[config.mk]
export PLATFORM = sky130hd
export DESIGN_NAME = tlb_asid
export DESIGN_NICKNAME = d
export VERILOG_FILES = /design/src/rtl/tlb_asid_pkg.sv /design/src/rtl/tlb_asid_plru_tree.sv /design/src/rtl/tlb_asid.sv
export SDC_FILE = /design/constraint.sdc
export NUM_CORES = 1
export LEC_CHECK = 0
export ABC_CLOCK_PERIOD_IN_PS = 7000
export BUFFER_PORTS_ARGS = -buffer_cell sky130_fd_sc_hd__buf_2
export CAP_MARGIN = 0
export CORE_MARGIN = 5
export CORE_UTILIZATION = 24
export CTS_CLUSTER_SIZE = 12
export DETAILED_ROUTE_END_ITERATION = 6
export PLACE_DENSITY = 0.49
export SYNTH_ARGS = -nofsm -noshare
export SYNTH_HDL_FRONTEND = slang
export SYNTH_SLANG_ARGS = --single-unit
[constraint.sdc]
create_clock -name clk -period 7 [get_ports clk]
set_clock_uncertainty 0.1 [all_clocks]
set_input_delay 1.4 -clock clk [delete_from_list [all_inputs] [get_ports clk]]
set_output_delay 1.4 -clock clk [all_outputs]
set_load 0.005 [all_outputs]
[src/rtl/tlb_asid_pkg.sv]
// Shared types and helpers for the ASID-tagged TLB: walker response, entry
// payload, page-size encodings, flush FSM states and tag/offset masks.
package tlb_asid_pkg;

  localparam int unsigned PA_WIDTH = 56;
  localparam int unsigned PPN_W    = PA_WIDTH - 12;
  localparam int unsigned VPN_W    = 28;  // va[39:12]

  localparam logic [1:0] PG_1G  = 2'd0;
  localparam logic [1:0] PG_2M  = 2'd1;
  localparam logic [1:0] PG_4K  = 2'd2;
  localparam logic [1:0] PG_64K = 2'd3;

  typedef struct packed {
    logic dirty;
    logic readable;
    logic writable;
    logic executable;
    logic user;
  } tlb_perm_t;

  typedef struct packed {
    logic [63:0] paddr;
    logic        fault;
    logic        gbl;
    logic [1:0]  pgsize;
    tlb_perm_t   perm;
  } page_walk_rsp_t;

  typedef struct packed {
    logic [VPN_W-1:0] vpn;
    logic             gbl;
    logic [1:0]       pgsize;
    logic [PPN_W-1:0] ppn;
    tlb_perm_t        perm;
  } tlb_entry_t;

  typedef enum logic [1:0] {
    ST_IDLE  = 2'd0,
    ST_FLUSH = 2'd1,
    ST_DONE  = 2'd2
  } flush_state_e;

  // VPN bits (va[39:12]) that take part in a tag compare for a page size
  function automatic logic [VPN_W-1:0] vpn_mask(input logic [1:0] pgsize);
    case (pgsize)
      PG_1G:   vpn_mask = 28'hFFC_0000;
      PG_2M:   vpn_mask = 28'hFFF_FE00;
      PG_64K:  vpn_mask = 28'hFFF_FFF0;
      default: vpn_mask = 28'hFFF_FFFF;
    endcase
  endfunction

  // Physical-address bits taken from the VA offset for a page size
  function automatic logic [PA_WIDTH-1:0] pa_off_mask(input logic [1:0] pgsize);
    case (pgsize)
      PG_1G:   pa_off_mask = PA_WIDTH'(64'h3FFF_FFFF);
      PG_2M:   pa_off_mask = PA_WIDTH'(64'h001F_FFFF);
      PG_64K:  pa_off_mask = PA_WIDTH'(64'h0000_FFFF);
      default: pa_off_mask = PA_WIDTH'(64'h0000_0FFF);
    endcase
  endfunction

  // Index of the lowest set bit (0 when none is set)
  function automatic logic [5:0] find_first_set(input logic [63:0] vec);
    find_first_set = '0;
    for (int i = 63; i >= 0; i--) begin
      if (vec[i]) find_first_set = 6'(i);
    end
  endfunction

endpackage

[src/rtl/tlb_asid_plru_tree.sv]
// Tree pseudo-LRU over N ways (N-1 node bits, heap order, root at index 1).
// A node bit of 0 points the victim search to the lower half.
module tlb_asid_plru_tree #(
  parameter int unsigned N = 8
) (
  input  logic                 clk,
  input  logic                 reset,
  input  logic                 touch_en,
  input  logic [$clog2(N)-1:0] touch_idx,
  output logic [$clog2(N)-1:0] victim_idx
);

  localparam int unsigned IDX_W = $clog2(N);

  logic [N-1:1]     tree_q;
  logic [N-1:1]     tree_d;
  logic [IDX_W-1:0] node_t;
  logic [IDX_W-1:0] node_v;

  // Touch: walk root-to-leaf along touch_idx, pointing each node away from it
  always_comb begin
    tree_d = tree_q;
    node_t = IDX_W'(1);
    if (touch_en) begin
      for (int l = 0; l < int'(IDX_W); l++) begin
        tree_d[node_t] = ~touch_idx[IDX_W-1-l];
        node_t         = IDX_W'({node_t, touch_idx[IDX_W-1-l]});
      end
    end
  end

  // Victim: follow the node pointers from the root
  always_comb begin
    victim_idx = '0;
    node_v     = IDX_W'(1);
    for (int l = 0; l < int'(IDX_W); l++) begin
      victim_idx[IDX_W-1-l] = tree_q[node_v];
      node_v                = IDX_W'({node_v, tree_q[node_v]});
    end
  end

  // Tree state register
  always_ff @(posedge clk or negedge reset) begin
    if (!reset) tree_q <= '0;
    else        tree_q <= tree_d;
  end

endmodule

[src/rtl/tlb_asid.sv]
// Fully-associative ASID-tagged TLB with tree-PLRU replacement (invalid-first
// fill) and a selective sfence.vma flush FSM. Lookup results are registered.
// Build option: TLB_PERF_CNT_EN enables the tlb_hits/tlb_accesses counters;
// without it both read 0.
module tlb_asid
  import tlb_asid_pkg::*;
#(
  parameter int unsigned N      = 8,
  parameter int unsigned ASID_W = 16,
  parameter int unsigned ISIDE  = 0
) (
  input  logic                clk,
  input  logic                reset,
  input  logic [1:0]          priv,
  input  logic                active,
  input  logic                req,
  input  logic [63:0]         va,
  input  logic [ASID_W-1:0]   asid,
  output logic [PA_WIDTH-1:0] pa,
  output logic                hit,
  output logic                dirty,
  output logic                readable,
  output logic                writable,
  output logic                executable,
  output logic                user,
  output logic                zero_page,
  input  logic                replace,
  output logic                replace_ready,
  input  logic [63:0]         replace_va,
  input  logic [ASID_W-1:0]   replace_asid,
  input  page_walk_rsp_t      page_walk_rsp,
  input  logic                flush_req,
  input  logic                flush_va_en,
  input  logic [63:0]         flush_va,
  input  logic                flush_asid_en,
  input  logic [ASID_W-1:0]   flush_asid,
  output logic                flush_ack,
  output logic [63:0]         tlb_hits,
  output logic [63:0]         tlb_accesses
);

  localparam int unsigned IDX_W = $clog2(N);

  tlb_entry_t        ent_q  [N];
  logic [ASID_W-1:0] asid_q [N];
  logic [N-1:0]      valid_q;
  logic [N-1:0]      valid_d;

  flush_state_e      state_q;
  flush_state_e      state_d;
  logic              flush_ack_d;
  logic              idle;

  logic              fva_en_q;
  logic [VPN_W-1:0]  fva_q;
  logic              fasid_en_q;
  logic [ASID_W-1:0] fasid_q;

  logic [N-1:0]      match_vec;
  logic [N-1:0]      flush_clr;
  logic              match_any;
  logic [IDX_W-1:0]  hit_idx;
  tlb_entry_t        hit_ent;
  logic [PA_WIDTH-1:0] lookup_pa_c;
  logic              lookup_hit_c;

  logic              fill_c;
  logic              any_invalid;
  logic [IDX_W-1:0]  free_idx;
  logic [IDX_W-1:0]  victim_c;
  logic [IDX_W-1:0]  plru_victim;
  logic              plru_touch_c;
  logic [IDX_W-1:0]  plru_idx_c;
  tlb_entry_t        new_ent_c;

  tlb_perm_t         perm_q;

  assign idle          = (state_q == ST_IDLE);
  assign replace_ready = idle;

  // Flush FSM next-state; the ack register is set on entry to DONE
  always_comb begin
    state_d     = state_q;
    flush_ack_d = 1'b0;
    case (state_q)
      ST_IDLE:  if (flush_req) state_d = ST_FLUSH;
      ST_FLUSH: begin
        state_d     = ST_DONE;
        flush_ack_d = 1'b1;
      end
      ST_DONE:  state_d = ST_IDLE;
      default:  state_d = ST_IDLE;
    endcase
  end

  // Flush FSM state, ack pulse and latched flush qualifiers
  always_ff @(posedge clk or negedge reset) begin
    if (!reset) begin
      state_q    <= ST_IDLE;
      flush_ack  <= 1'b0;
      fva_en_q   <= 1'b0;
      fva_q      <= '0;
      fasid_en_q <= 1'b0;
      fasid_q    <= '0;
    end else begin
      state_q   <= state_d;
      flush_ack <= flush_ack_d;
      if (idle && flush_req) begin
        fva_en_q   <= flush_va_en;
        fva_q      <= flush_va[39:12];
        fasid_en_q <= flush_asid_en;
        fasid_q    <= flush_asid;
      end
    end
  end

  // Per-entry lookup match and flush selection
  always_comb begin
    match_vec = '0;
    flush_clr = '0;
    for (int i = 0; i < int'(N); i++) begin
      match_vec[i] = valid_q[i]
                   & (ent_q[i].gbl | (asid_q[i] == asid))
                   & (((ent_q[i].vpn ^ va[39:12]) & vpn_mask(ent_q[i].pgsize)) == '0);
      flush_clr[i] = (!fva_en_q
                      | (((ent_q[i].vpn ^ fva_q) & vpn_mask(ent_q[i].pgsize)) == '0))
                   & (!fasid_en_q | ((asid_q[i] == fasid_q) & !ent_q[i].gbl));
    end
  end

  assign match_any    = |match_vec;
  assign hit_idx      = IDX_W'(find_first_set(64'(match_vec)));
  assign hit_ent      = ent_q[hit_idx];
  assign lookup_hit_c = req & match_any & idle;
  assign lookup_pa_c  = ({hit_ent.ppn, 12'h000} & ~pa_off_mask(hit_ent.pgsize))
                      | (va[PA_WIDTH-1:0] & pa_off_mask(hit_ent.pgsize));

  // Fill victim: lowest invalid entry first, otherwise the PLRU choice
  assign fill_c      = replace & idle & ~page_walk_rsp.fault;
  assign any_invalid = ~&valid_q;
  assign free_idx    = IDX_W'(find_first_set(64'(~valid_q)));
  assign victim_c    = any_invalid ? free_idx : plru_victim;

  // PLRU touch; a fill takes priority over a same-cycle lookup hit
  assign plru_touch_c = fill_c | (active & lookup_hit_c);
  assign plru_idx_c   = fill_c ? victim_c : hit_idx;

  tlb_asid_plru_tree #(.N(N)) u_plru (
    .clk        (clk),
    .reset      (reset),
    .touch_en   (plru_touch_c),
    .touch_idx  (plru_idx_c),
    .victim_idx (plru_victim)
  );

  // Entry payload built from the walker response
  always_comb begin
    new_ent_c        = '0;
    new_ent_c.vpn    = replace_va[39:12];
    new_ent_c.gbl    = page_walk_rsp.gbl;
    new_ent_c.pgsize = page_walk_rsp.pgsize;
    new_ent_c.ppn    = page_walk_rsp.paddr[PA_WIDTH-1:12];
    new_ent_c.perm   = page_walk_rsp.perm;
  end

  // Valid bits: set on fill, cleared selectively in FLUSH
  always_comb begin
    valid_d = valid_q;
    if (fill_c) valid_d[victim_c] = 1'b1;
    if (state_q == ST_FLUSH) valid_d = valid_q & ~flush_clr;
  end

  // Valid register
  always_ff @(posedge clk or negedge reset) begin
    if (!reset) valid_q <= '0;
    else        valid_q <= valid_d;
  end

  // Entry storage; contents are qualified by valid so need no reset
  always_ff @(posedge clk) begin
    if (fill_c) begin
      ent_q[victim_c]  <= new_ent_c;
      asid_q[victim_c] <= replace_asid;
    end
  end

  // Registered lookup result; translation-off passes the VA straight through
  always_ff @(posedge clk or negedge reset) begin
    if (!reset) begin
      hit       <= 1'b0;
      pa        <= '0;
      perm_q    <= '0;
      zero_page <= 1'b0;
    end else begin
      zero_page <= (va[39:12] == '0);
      if (!active) begin
        hit    <= 1'b1;
        pa     <= va[PA_WIDTH-1:0];
        perm_q <= '0;
      end else if (lookup_hit_c) begin
        hit    <= 1'b1;
        pa     <= lookup_pa_c;
        perm_q <= hit_ent.perm;
      end else begin
        hit    <= 1'b0;
        pa     <= '0;
        perm_q <= '0;
      end
    end
  end

  assign dirty      = perm_q.dirty;
  assign readable   = perm_q.readable;
  assign writable   = perm_q.writable;
  assign executable = perm_q.executable;
  assign user       = perm_q.user;

`ifdef TLB_PERF_CNT_EN
  logic [63:0] hits_q;
  logic [63:0] acc_q;

  // Performance counters, free-running and wrapping
  always_ff @(posedge clk or negedge reset) begin
    if (!reset) begin
      hits_q <= '0;
      acc_q  <= '0;
    end else if (active && req) begin
      acc_q <= acc_q + 64'd1;
      if (match_any) hits_q <= hits_q + 64'd1;
    end
  end

  assign tlb_hits     = hits_q;
  assign tlb_accesses = acc_q;
`else
  assign tlb_hits     = '0;
  assign tlb_accesses = '0;
`endif

  // priv and ISIDE are carried for context only; upper/offset address bits are not tagged
  logic unused_ok;
  assign unused_ok = ^{priv, va, replace_va, flush_va, page_walk_rsp.paddr, 1'(ISIDE)};

endmodule

# [Yosys cells after proc, flatten, opt, wreduce, memory -nomap -nowiden]
# Memories as Yosys holds them, arrays and structs flattened.
# Index checks and enable logic that the tools add are counted.
[op_classes] magnitude_cmp=8 eq_ne=36 mux=108 bitwise_logic=106 n_reduce_logical=44
[op_table] op="28-bit logical NOT" count=17
[op_table] op="28-bit bitwise AND" count=16
[op_table] op="28-bit bitwise XOR" count=16
[op_table] op="18-bit one-hot mux with 3 select lines" count=8
[op_table] op="16-bit == test" count=16
[op_table] op="3-bit 2-to-1 mux" count=74
[op_table] op="56-bit bitwise AND" count=2
[op_table] op="56-bit 2-to-1 mux" count=2
[op_table] op="30-bit one-hot mux with 3 select lines" count=1
[op_table] op="8-bit NOT with 64-bit output" count=1
[op_table] op="56-bit NOT" count=1
[op_table] op="56-bit bitwise OR" count=1
[op_table] op="1-bit bitwise AND" count=37
[op_table] op="1-bit bitwise OR" count=25
[op_table] op="2-bit by 1-bit == test with 1-bit output, second input constant" count=10
[op_table] op="2-bit logical NOT" count=10
[op_table] op="2-bit == test, second input constant" count=9
[op_table] op="8-bit 2-to-1 mux" count=2
[op_table] op="7-bit bitwise mux" count=2
[op_table] op="3-bit by 4-bit < comparator with 1-bit output, second input constant" count=3
[op_table] op="1-bit 2-to-1 mux" count=11
[op_table] op="1-bit logical NOT" count=10
[op_table] op="5-bit 2-to-1 mux" count=2
[op_table] op="8-bit bitwise AND" count=1
[op_table] op="17 further kinds" count=25
[totals] reg_bits=127 mem_bits_rw=768 elab_cells=320 n_memories=2
[memory_table] name="ent_q" depth=8 word_bits=80 read_ports=9 rd_clocked_by_memory_dff=0 write_ports=1 line="tlb_asid.sv:44" rtl="tlb_entry_t ent_q [N];"
[memory_table] name="asid_q" depth=8 word_bits=16 read_ports=8 rd_clocked_by_memory_dff=0 write_ports=1 line="tlb_asid.sv:45" rtl="logic [ASID_W-1:0] asid_q [N];"

# [Longest topological paths before layout]
# Gate-level depths: netlist (run 1).
[depth] word_depth=73 depth_mapped=16

# [By module]
# Synthesis (run 1) repeated with hierarchy kept, for this count alone.
[unflattened] hier_cells=2848 hier_area_um2=41780.1
[by_module_without_submodules] mod="tlb_asid" instances=1 cells_per_inst=2818 area_each_um2=41424.7
[by_module_without_submodules] mod="tlb_asid_plru_tree" instances=1 cells_per_inst=30 area_each_um2=355.3

# [Worst setup path before layout (run 1)]
# Ideal clock, no wire load.
[synth_path] path_type="input to register" start="input port page_walk_rsp[8] (netlist name)" end="memory asid_q[2][0] (enable)" setup_ns=0.553 arrival_ns=6.423 t_required_ns=6.347 setup_slack_ns=-0.076 cell_stages=4 path_buffers=0 path_cell_list="nor4b_1 and2_1 nand2_1 nor2_1"
[synth_via] elab_chain_len=4
[synth_lines] item="start: declaration" line="tlb_asid.sv:31" rtl="input page_walk_rsp_t page_walk_rsp,"
[synth_lines] item="1-bit NOT" line="tlb_asid.sv:139" rtl="assign fill_c = replace & idle & ~page_walk_rsp.fault;"
[synth_lines] item="1-bit bitwise AND" line="tlb_asid.sv:139"
[synth_lines] item="1-bit 2-to-1 mux" line="tlb_asid.sv:181" rtl="if (fill_c) begin"
[synth_lines] item="1-bit 2-to-1 mux (not written as such)" line="tlb_asid.sv:183" rtl="asid_q[victim_c] <= replace_asid;"
[synth_lines] item="end: declaration" line="tlb_asid.sv:45"
# No other way between the ends.

# [Worst setup path after layout (run 1)]
[layout_path] start="input port va[23]" end="register pa[52]"
[layout_via] elab_chain_len=17 elab_cells_between_ends=48
[layout_lines] item="start: declaration" line="tlb_asid.sv:17" rtl="input logic [63:0] va,"
[layout_lines] item="28-bit bitwise XOR" line="tlb_asid.sv:124" rtl="& (((ent_q[i].vpn ^ va[39:12]) & vpn_mask(ent_q[i].pgsize)) == '0);"
[layout_lines] item="28-bit bitwise AND" line="tlb_asid.sv:124"
[layout_lines] item="28-bit logical NOT" line="tlb_asid.sv:124"
[layout_lines] item="1-bit bitwise AND" line="tlb_asid.sv:124"
[layout_lines] item="3-bit 2-to-1 mux (8 in series)" line="tlb_asid_pkg.sv:68" rtl="if (vec[i]) find_first_set = 6'(i);"
[layout_lines] item="memory read 8 x 80 bit"
[layout_lines] item="56-bit bitwise AND" line="tlb_asid.sv:135" rtl="assign lookup_pa_c = ({hit_ent.ppn, 12'h000} & ~pa_off_mask(hit_ent.pgsize))"
[layout_lines] item="56-bit bitwise OR" line="tlb_asid.sv:136" rtl="| (va[PA_WIDTH-1:0] & pa_off_mask(hit_ent.pgsize));"
[layout_lines] item="56-bit 2-to-1 mux (*)" line="tlb_asid.sv:200" rtl="end else if (lookup_hit_c) begin"
[layout_lines] item="56-bit 2-to-1 mux (*)" line="tlb_asid.sv:196" rtl="if (!active) begin"
[layout_lines] item="end signal: assignment" line="tlb_asid.sv:198" rtl="pa <= va[PA_WIDTH-1:0];"
[layout_lines] item="end signal: assignment" line="tlb_asid.sv:202" rtl="pa <= lookup_pa_c;"
[layout_lines] item="end: declaration" line="tlb_asid.sv:19" rtl="output logic [PA_WIDTH-1:0] pa,"
# Mark *: on every way between the ends. The rest lies on a longest branch, timed or not.
# A chain may end at the register's enable or synchronous reset.

==> results of run 1 <==
-- how the worst max path moves through the flow --
| stage | cells after the start | slack [ps] | endpoint | start |
|---|---|---|---|---|
| final | 13 | 1500 | pa[52] | va[23] |
| after global routing | 12 | 1410 | pa[27] | va[23] |
| after CTS | 12 | 1620 | pa[27] | va[23] |
| after detailed placement | 12 | 840 | pa[21] | va[23] |
| after global placement | 12 | 810 | pa[27] | va[23] |
| after floorplan | 4 | -80 | asid_q[2][0] | page_walk_rsp[8] |
-- routing by layer --
layer,GRT usage,part of all wire
met1,0.184,0.42
met2,0.249,0.49
met5,0,0.00020
met4,0.0456,0.033
met3,0.0240,0.054
-- power groups by stage --
| stage | Clock, mW | Sequential (mW) | Combinational, mW |
|---|---|---|---|
| global placement | 0 | 6.69 | 1.52 |
| detailed placement | 0 | 6.69 | 1.51 |
| finish | 5.19 | 6.58 | 1.50 |
| floorplan | 0 | 6.33 | 1.20 |
| global route | 5.54 | 6.61 | 1.64 |
| CTS | 5.34 | 6.59 | 1.52 |
-- critical path: stages --
cell and delay [ps]:
buf_2 450, xor2_1 150, nor4_1 330, nand4_1 240
o41a_1 560, o32a_4 470, o311ai_4 880, buf_12 480
mux2_2 390, nor2_1 90, a21oi_1 60, a21oi_1 290
o2bb2ai_1 90
-- per-stage QoR --
stage / worst slack (ps) / utilization / hold WS, ps / total power [mW] / TNS, ps
after detailed placement: 837 / 0.262 / 388 / 8.21 / 0
after global routing: 1410 / 0.280 / 420 / 13.8 / 0
final: 1500 / 0.281 / 405 / 13.3 / 0
after global placement: 813 / 0.262 / 387 / 8.21 / 0
after CTS: 1620 / 0.280 / 402 / 13.5 / 0
after floorplan: -76.1 / - / 371 / 7.53 / -14610
-- layout by cell type, fill, tap and decap left out, drive strengths merged, types with 6 or more instances in the layout --
| cell | instances |
|---|---|
| edfxtp | 768 |
| xor2 | 413 |
| buf | 333 |
| xnor2 | 291 |
| mux2i | 165 |
| clkbuf | 158 |
| mux2 | 133 |
| nor2 | 132 |
| conb | 128 |
| dfrtp | 127 |
| a21oi | 98 |
| nor4 | 93 |
| nand4 | 75 |
| nand2 | 52 |
| nor3 | 43 |
| o2bb2ai | 35 |
| o21ai | 35 |
| nand3 | 33 |
| and2 | 19 |
| clkinv | 19 |
| diode | 17 |
| a41oi | 16 |
| inv | 13 |
| or3 | 11 |
| a22o | 10 |
| or4 | 9 |
| o2111ai | 9 |
| a31oi | 7 |
| nand2b | 6 |
| a221oi | 6 |
-- sequential cells by signal, summed over array words and instances (netlist names), 2 cells and up --
register	cells
fva_q	28
ent_q	640
fasid_q	16
u_plru.tree_q	7
asid_q	128
state_q	2
pa	56
valid_q	8
-- cells by family (layout without fill, tap and decap cells) --
family          Yosys count  after routing  synth area share
compound gates          263            263            0.0441
flops                   895            895             0.629
simple gates            490            490            0.0615
other cells               1            145         0.0000899
mux                     298            298            0.0755
xor+xnor                704            704             0.148
buf+inv                 294            529            0.0424
-- area by class of cell --
| type | instances | area, um2 |
|---|---|---|
| fillers | 17721 | 125000 |
| flip-flops and latches | 895 | 26200 |
| multi-input cells | 1883 | 14300 |
| clock buffers | 158 | 2920 |
| well taps | 2325 | 2910 |
| repair buffers | 333 | 1880 |
| clock inverters | 26 | 304 |
| inverters | 12 | 45.0 |
| diodes | 17 | 42.5 |
==> reports/qor.csv, run 1 <==
metric,value,unit
layout cell share with drive strength beyond 1,0.190,
clk buf depth,3,
unrepaired setup endpoints after global routing,no,
Mapped Avg Cell Area,14.2,um2
"area leader, netlist",edfxtp_1,
core area,173000,um2
"Setup Fix Bufs, Post-CTS",0,
CP Launch Type,input port,
post-layout min period,5500,ps
power per cell area,273,nW/um2
Clock Latency Late Sink,720,ps
status,finished clean,
die area,182000,um2
final std cells w/o fill,5649,
crit path capture type,flip-flop,
initial antenna violation count,51,
Cells after Synth,2945,
headroom to the max-slew limit,0.255,
CTS tree,done,
ys async rst share,0.142,
synth top area cells,"edfxtp_1, xor2_1, dfrtp_1",
post-route cell area,48700,um2
"EDFF count, synth",768,
sw frac,0.268,
placed cell areas,45400,um2
Syn Std Cell Area,41700,um2
commonest cells in the netlist,"edfxtp_1, xor2_1, xnor2_1",
Clock Pin Slew Worst Setup and Hold Paths,60,ps
Yosys cell types,72,
worst min-delay path class,flip-flop to flip-flop,
Inserted Clock Buffers,98,
endpoints failing setup,0,
TritonCTS Sinks,895,
Post-CTS Hold Buffers,0,
DRT iter0 DRCs,1673,
H-tree depth,3,
antenna-violating nets left,0,
drt drc,0,
critical path class,input port to flip-flop,
measured slew at the worst slew-check pin,1120,ps
DR vias,24670,
internal reg-to-reg setup slack,2140,ps
CTS root buf,clkbuf_16,
drt via density,4.37,
most common cell in the netlist,edfxtp_1,
worst r2r src,asid_q[5][15],
Reg2Reg Depth,12,
clock power share,0.391,
Seq pwr share,0.496,
grt ovf,0,
Max-cap violations,0,
Die W,427,um
post-DP HPWL,90600,um
DRT Pass-1 Iters,6,
final slew viol count,0,
DP Cell Count,5448,
"Arr. time, crit path",5980,ps
Max Clk Rate,0.182,GHz
largest net degree at the start of global routing,143,
top_reg_cell synth,edfxtp_1,
Hold Path Cell Cnt,1,
DRT Wirelength,135000,um
Synth top area share,0.553,
synth warn,0,
wire per inst,23.9,um
final period utilization,0.786,
combinational share of power,0.113,
GRT Resource Usage Total,0.144,
crit-path max FO,70,
IO Pins,516,
Worst Path Required,7480,ps
hold endpoint,u_plru.tree_q[4],
Starting Density,0.241,
post-synthesis register bit count,895,
Area growth syn-to-layout,16.6,%
row count,153,
Die H,427,um
net switching power,3.56,mW
vias in the first global route,24674,
Final GP Congestion,0.836,
post-CTS resize count,0,
min-delay src,u_plru.tree_q[4],
final number of hold-violating endpoints,0,
worst flop-to-flop path endpoint,pa[52],
sequential-to-total area share from yosys stat,0.629,
VDD IR max,0.175,mV
port buffer count,285,
P_int,9.72,mW
Leak,16.3,nW
first-pass GRT wire length,188000,um
nets,3546,
No activity file was read; power rests on OpenSTA's default activity.
==> run 2: changes to the inputs <==
--- a/config.mk
+++ b/config.mk
@@ -5,7 +5,7 @@
 export SDC_FILE = /design/constraint.sdc
 export NUM_CORES = 1
 export LEC_CHECK = 0
-export ABC_CLOCK_PERIOD_IN_PS = 7000
+export ABC_CLOCK_PERIOD_IN_PS = 5530
 export BUFFER_PORTS_ARGS = -buffer_cell sky130_fd_sc_hd__buf_2
 export CAP_MARGIN = 0
 export CORE_MARGIN = 5
==> constraint.sdc (replaced) <==
create_clock -name clk -period 5.53 [get_ports clk]
set_clock_uncertainty 0.1 [all_clocks]
set_input_delay 1.106 -clock clk [delete_from_list [all_inputs] [get_ports clk]]
set_output_delay 1.106 -clock clk [all_outputs]
set_load 0.005 [all_outputs]
==> run 2 against run 1 <==
Effect of this change: worst hold slack worse by 230 ps; global-route usage is 0.14 points lower; sequential power up 27%; critical path type unchanged; critical endpoint is now pa[34]; largest power group unchanged.
==> reports/qor.csv, run 2 (synthesized netlist as in run 1, its figures left out) <==
metric,value,unit
IO Pins,516,
final std cells w/o fill,5703,
final slew viol count,0,
Setup WS pre-CTS,454,ps
DP Cell Count,5505,
Leak,16.7,nW
placed cell areas,46000,um2
Max Clk Rate,0.226,GHz
headroom to the max-slew limit,0.331,
Top Registers,"ent_q: 640 flops, asid_q: 128 flops, pa: 56 flops",
Starting Density,0.241,
final period utilization,0.800,
drt via density,4.37,
initial antenna violation count,58,
crit path capture type,flip-flop,
Biggest register,ent_q,
clock power share,0.396,
antenna-violating nets left,0,
Area growth syn-to-layout,18.3,%
nets,3602,
net switching power,4.48,mW
largest net degree at the start of global routing,103,
Inserted Clock Buffers,97,
final number of hold-violating endpoints,0,
status,finished clean,
measured slew at the worst slew-check pin,1000,ps
Final GP Congestion,0.860,
Finished Core Util,0.285,
Seq pwr share,0.494,
GRT Resource Usage Total,0.143,
post-layout min period,4420,ps
Clock Latency Late Sink,710,ps
Setup crit start,va[33],
Max-cap violations,0,
first-pass GRT wire length,185000,um
power per cell area,343,nW/um2
critical path class,input port to flip-flop,
Setup WS post-layout,1110,ps
Hold WS,179,ps
unrepaired setup endpoints after global routing,no,
combinational share of power,0.110,
layout cell share with drive strength beyond 1,0.204,
row count,153,
"most common cell after layout, fill and taps aside",edfxtp_1,
post-route cell area,49400,um2
"commonest non-fill, non-tap cells in the layout","edfxtp_1, xor2_1, xnor2_1",
endpoints failing setup,0,
worst min-delay path class,input port to asynchronous set/reset pin,
"Arr. time, crit path",4910,ps
clk buf depth,3,
TritonCTS Sinks,895,
post-DP HPWL,93500,um
wire per inst,23.7,um
CP Launch Type,input port,
P_int,12.5,mW
post-CTS resize count,0,
die area,182000,um2
grt ovf,0,
port buffer count,285,
Worst Path Required,6020,ps
H-tree depth,3,
Clock Pin Slew Worst Setup and Hold Paths,60,ps
crit-path max FO,38,
sw frac,0.265,
drt drc,0,
Overall Power,16.9,mW
DRT Pass-1 Iters,5,
VDD IR max,0.261,mV
DR vias,24896,
Die H,427,um
"Setup Fix Bufs, Post-CTS",0,
CTS tree,done,
DRT Wirelength,135000,um
CTS root buf,clkbuf_16,
Die W,427,um
core area,173000,um2
DRT iter0 DRCs,1856,
setup TNS,0,ps
worst r2r src,ent_q[5][68],
vias in the first global route,24229,
Post-CTS Hold Buffers,0,
max reg flops,640,
run 2: cell count changes in the layout (fill, tap and decap cells not counted), moves of 2 or more:
cell       before  now
buf_12          7   22
clkbuf_1       39   34
bufinv_16       4    9
diode_2        17   15
clkbuf_8       18   14
clkinv_1       10   14
buf_4          41   83
run 2: final timing paths:
kind	to	slack, ps	cells after the start
worst min-delay path	fasid_q[11]	180	1
worst max register to register	pa[52]	1360	13
min in group clk	u_plru.tree_q[4]	400	1
worst min register to register	u_plru.tree_q[4]	400	1
max in group asynchronous	pa[7]	4090	2
worst max-delay path	pa[34]	1110	13
run 2: power by group through the flow:
| stage | logic [mW] | clock network [mW] | registers (mW) |
|---|---|---|---|
| 6_report | 1.87 | 6.70 | 8.36 |
| 5_1_grt | 2.04 | 7.14 | 8.40 |
| 4_1_cts | 1.89 | 6.89 | 8.38 |
| 3_5_place_dp | 1.87 | 0 | 8.51 |
| 3_3_place_gp | 1.88 | 0 | 8.51 |
| 2_1_floorplan | 1.53 | 0 | 8.01 |
run 2: layer usage:
layer,up-vias,part of all wire,GRT usage
li1,11239,-,-
met1,12581,0.42,0.181
met2,808,0.48,0.239
met3,260,0.058,0.0292
met4,8,0.038,0.0564
met5,-,0.00032,0
run 2: worst max-delay path, cell delays in order:
cell and delay (ps):
buf_2 510, xnor2_1 210, nand4_1 120, nor3_1 600
or4bb_1 620, o211a_2 210, a41oi_4 220, buf_4 220
buf_12 230, mux2_2 360, nor2_1 90, a21oi_1 50
o2bb2ai_1 280
run 2: area by class of cell:
class / count / area [um2]
diodes: 15 / 37.5
well taps: 2325 / 2910
repair buffers: 390 / 2500
clock buffers: 148 / 2820
multi-input cells: 1883 / 14300
clock inverters: 35 / 470
fillers: 17626 / 124000
flip-flops and latches: 895 / 26200
inverters: 12 / 45.0
==> run 3: changes to the inputs <==
--- a/config.mk
+++ b/config.mk
@@ -5,7 +5,7 @@
 export SDC_FILE = /design/constraint.sdc
 export NUM_CORES = 1
 export LEC_CHECK = 0
-export ABC_CLOCK_PERIOD_IN_PS = 5530
+export ABC_CLOCK_PERIOD_IN_PS = 4500
 export BUFFER_PORTS_ARGS = -buffer_cell sky130_fd_sc_hd__buf_2
 export CAP_MARGIN = 0
 export CORE_MARGIN = 5
==> constraint.sdc (replaced) <==
create_clock -name clk -period 4.5 [get_ports clk]
set_clock_uncertainty 0.1 [all_clocks]
set_input_delay 0.9 -clock clk [delete_from_list [all_inputs] [get_ports clk]]
set_output_delay 0.9 -clock clk [all_outputs]
set_load 0.005 [all_outputs]
==> run 3 against run 2 <==
Effect of this change: die area did not move; worst setup slack worse by 770 ps; largest power group unchanged; utilization increased by 0.94 points; critical path depth shrank 1; global-route usage is 0.24 points higher; combinational power up 32%; critical path type unchanged; first-iteration DRC count shrank 10%.
==> reports/qor.csv, run 3 (synthesized netlist as in run 1, its figures left out) <==
metric,value,unit
"Setup Fix Bufs, Post-CTS",0,
Setup WS post-layout,334,ps
wire per inst,23.2,um
grt ovf,0,
initial antenna violation count,49,
status,finished clean,
placed cell areas,47800,um2
CTS tree,done,
post-route cell area,51000,um2
row count,153,
DRT iter0 DRCs,1663,
post-DP HPWL,96300,um
clk buf depth,3,
post-CTS resize count,0,
Leak,17.7,nW
area of the multi-input gates,14300,um2
Max Clk Rate,0.240,GHz
drt drc,0,
register area,26200,um2
nets,3798,
headroom to the max-slew limit,0.351,
crit-path max FO,9,
Post-CTS Hold Buffers,0,
IO Pins,516,
worst min-delay path class,input port to asynchronous set/reset pin,
DRT Wirelength,137000,um
Layout fillers,17595,
measured slew at the worst slew-check pin,965,ps
port buffer count,285,
DRT Pass-1 Iters,5,
Clock Latency Late Sink,720,ps
Clock Pin Slew Worst Setup and Hold Paths,60,ps
vias in the first global route,25195,
max reg flops,640,
Setup WS pre-CTS,-346,ps
final slew viol count,0,
Die H,427,um
final number of hold-violating endpoints,0,
Hold WS,99.9,ps
first-pass GRT wire length,189000,um
DP Cell Count,5703,
power per cell area,406,nW/um2
"commonest non-fill, non-tap cells in the layout","edfxtp_1, xor2_1, xnor2_1",
Die W,427,um
antenna-violating nets left,0,
Top Registers,"ent_q: 640 flops, asid_q: 128 flops, pa: 56 flops",
Max-cap violations,0,
DR vias,25476,
TritonCTS Sinks,895,
"Arr. time, crit path",4680,ps
CTS root buf,clkbuf_16,
Final GP Congestion,0.862,
critical path class,input port to flip-flop,
Worst Path Required,5010,ps
die area,182000,um2
setup TNS,0,ps
Starting Density,0.241,
"most common cell after layout, fill and taps aside",edfxtp_1,
H-tree depth,3,
final period utilization,0.926,
Inserted Clock Buffers,95,
crit path capture type,flip-flop,
layout cell share with drive strength beyond 1,0.248,
Area growth syn-to-layout,22.2,%
unrepaired setup endpoints after global routing,no,
drt via density,4.32,
CP Launch Type,input port,
final std cells w/o fill,5897,
largest net degree at the start of global routing,98,
Biggest register,ent_q,
VDD IR max,0.292,mV
core area,173000,um2
post-layout min period,4170,ps
GRT Resource Usage Total,0.145,
endpoints failing setup,0,
run 3: stage by stage:
stage          utilization  power (mW)
6_report             0.294        20.7
2_1_floorplan            -        11.7
4_1_cts              0.294        21.0
3_3_place_gp         0.275        12.9
3_5_place_dp         0.275        12.9
5_1_grt              0.294        21.5
run 3: cell type report:
cell class	instances	area share
multi-input combinational	1883	0.281
timing repair buffer	588	0.0835
tap	2325	0.0571
inverter	12	0.000883
clock buffer	157	0.0556
antenna	15	0.000736
clock inverter	22	0.00665
sequential	895	0.515
run 3: power breakdown:
part	switching [mW]	internal (mW)
clock network	3.39	4.61
logic	1.42	1.05
registers	0.746	9.48
run 3: routing by layer:
metal / wire length [um] / up-vias / part of all wire / GRT usage
li1: - / 11617 / - / -
met1: 55800 / 12761 / 0.41 / 0.182
met2: 67100 / 841 / 0.49 / 0.248
met3: 8540 / 245 / 0.062 / 0.0275
met4: 5120 / 12 / 0.037 / 0.0560
met5: 81 / - / 0.00059 / 0
run 3: worst paths after layout:
check / slack, ps / cells after the start / startpoint / endpoint
hold / removal: 100 / 1 / reset / fasid_q[11]
setup reg to reg: 330 / 13 / ent_q[5][68] / pa[29]
setup / recovery: 330 / 12 / va[27] / pa[29]
hold reg to reg: 410 / 1 / u_plru.tree_q[4] / u_plru.tree_q[4]
min in group clk: 290 / 2 / va[8] / pa[8]
max in group asynchronous: 3260 / 2 / reset / pa[50]
run 3: critical path: stages:
cell       delay (ps)
buf_2             270
buf_4             300
xor2_1            180
nor4_1             80
a31oi_1           520
or4bb_1           430
o211a_2           270
a41oi_4            60
a2111oi_0         780
o21bai_2          250
o21ba_1           370
a22o_1            260
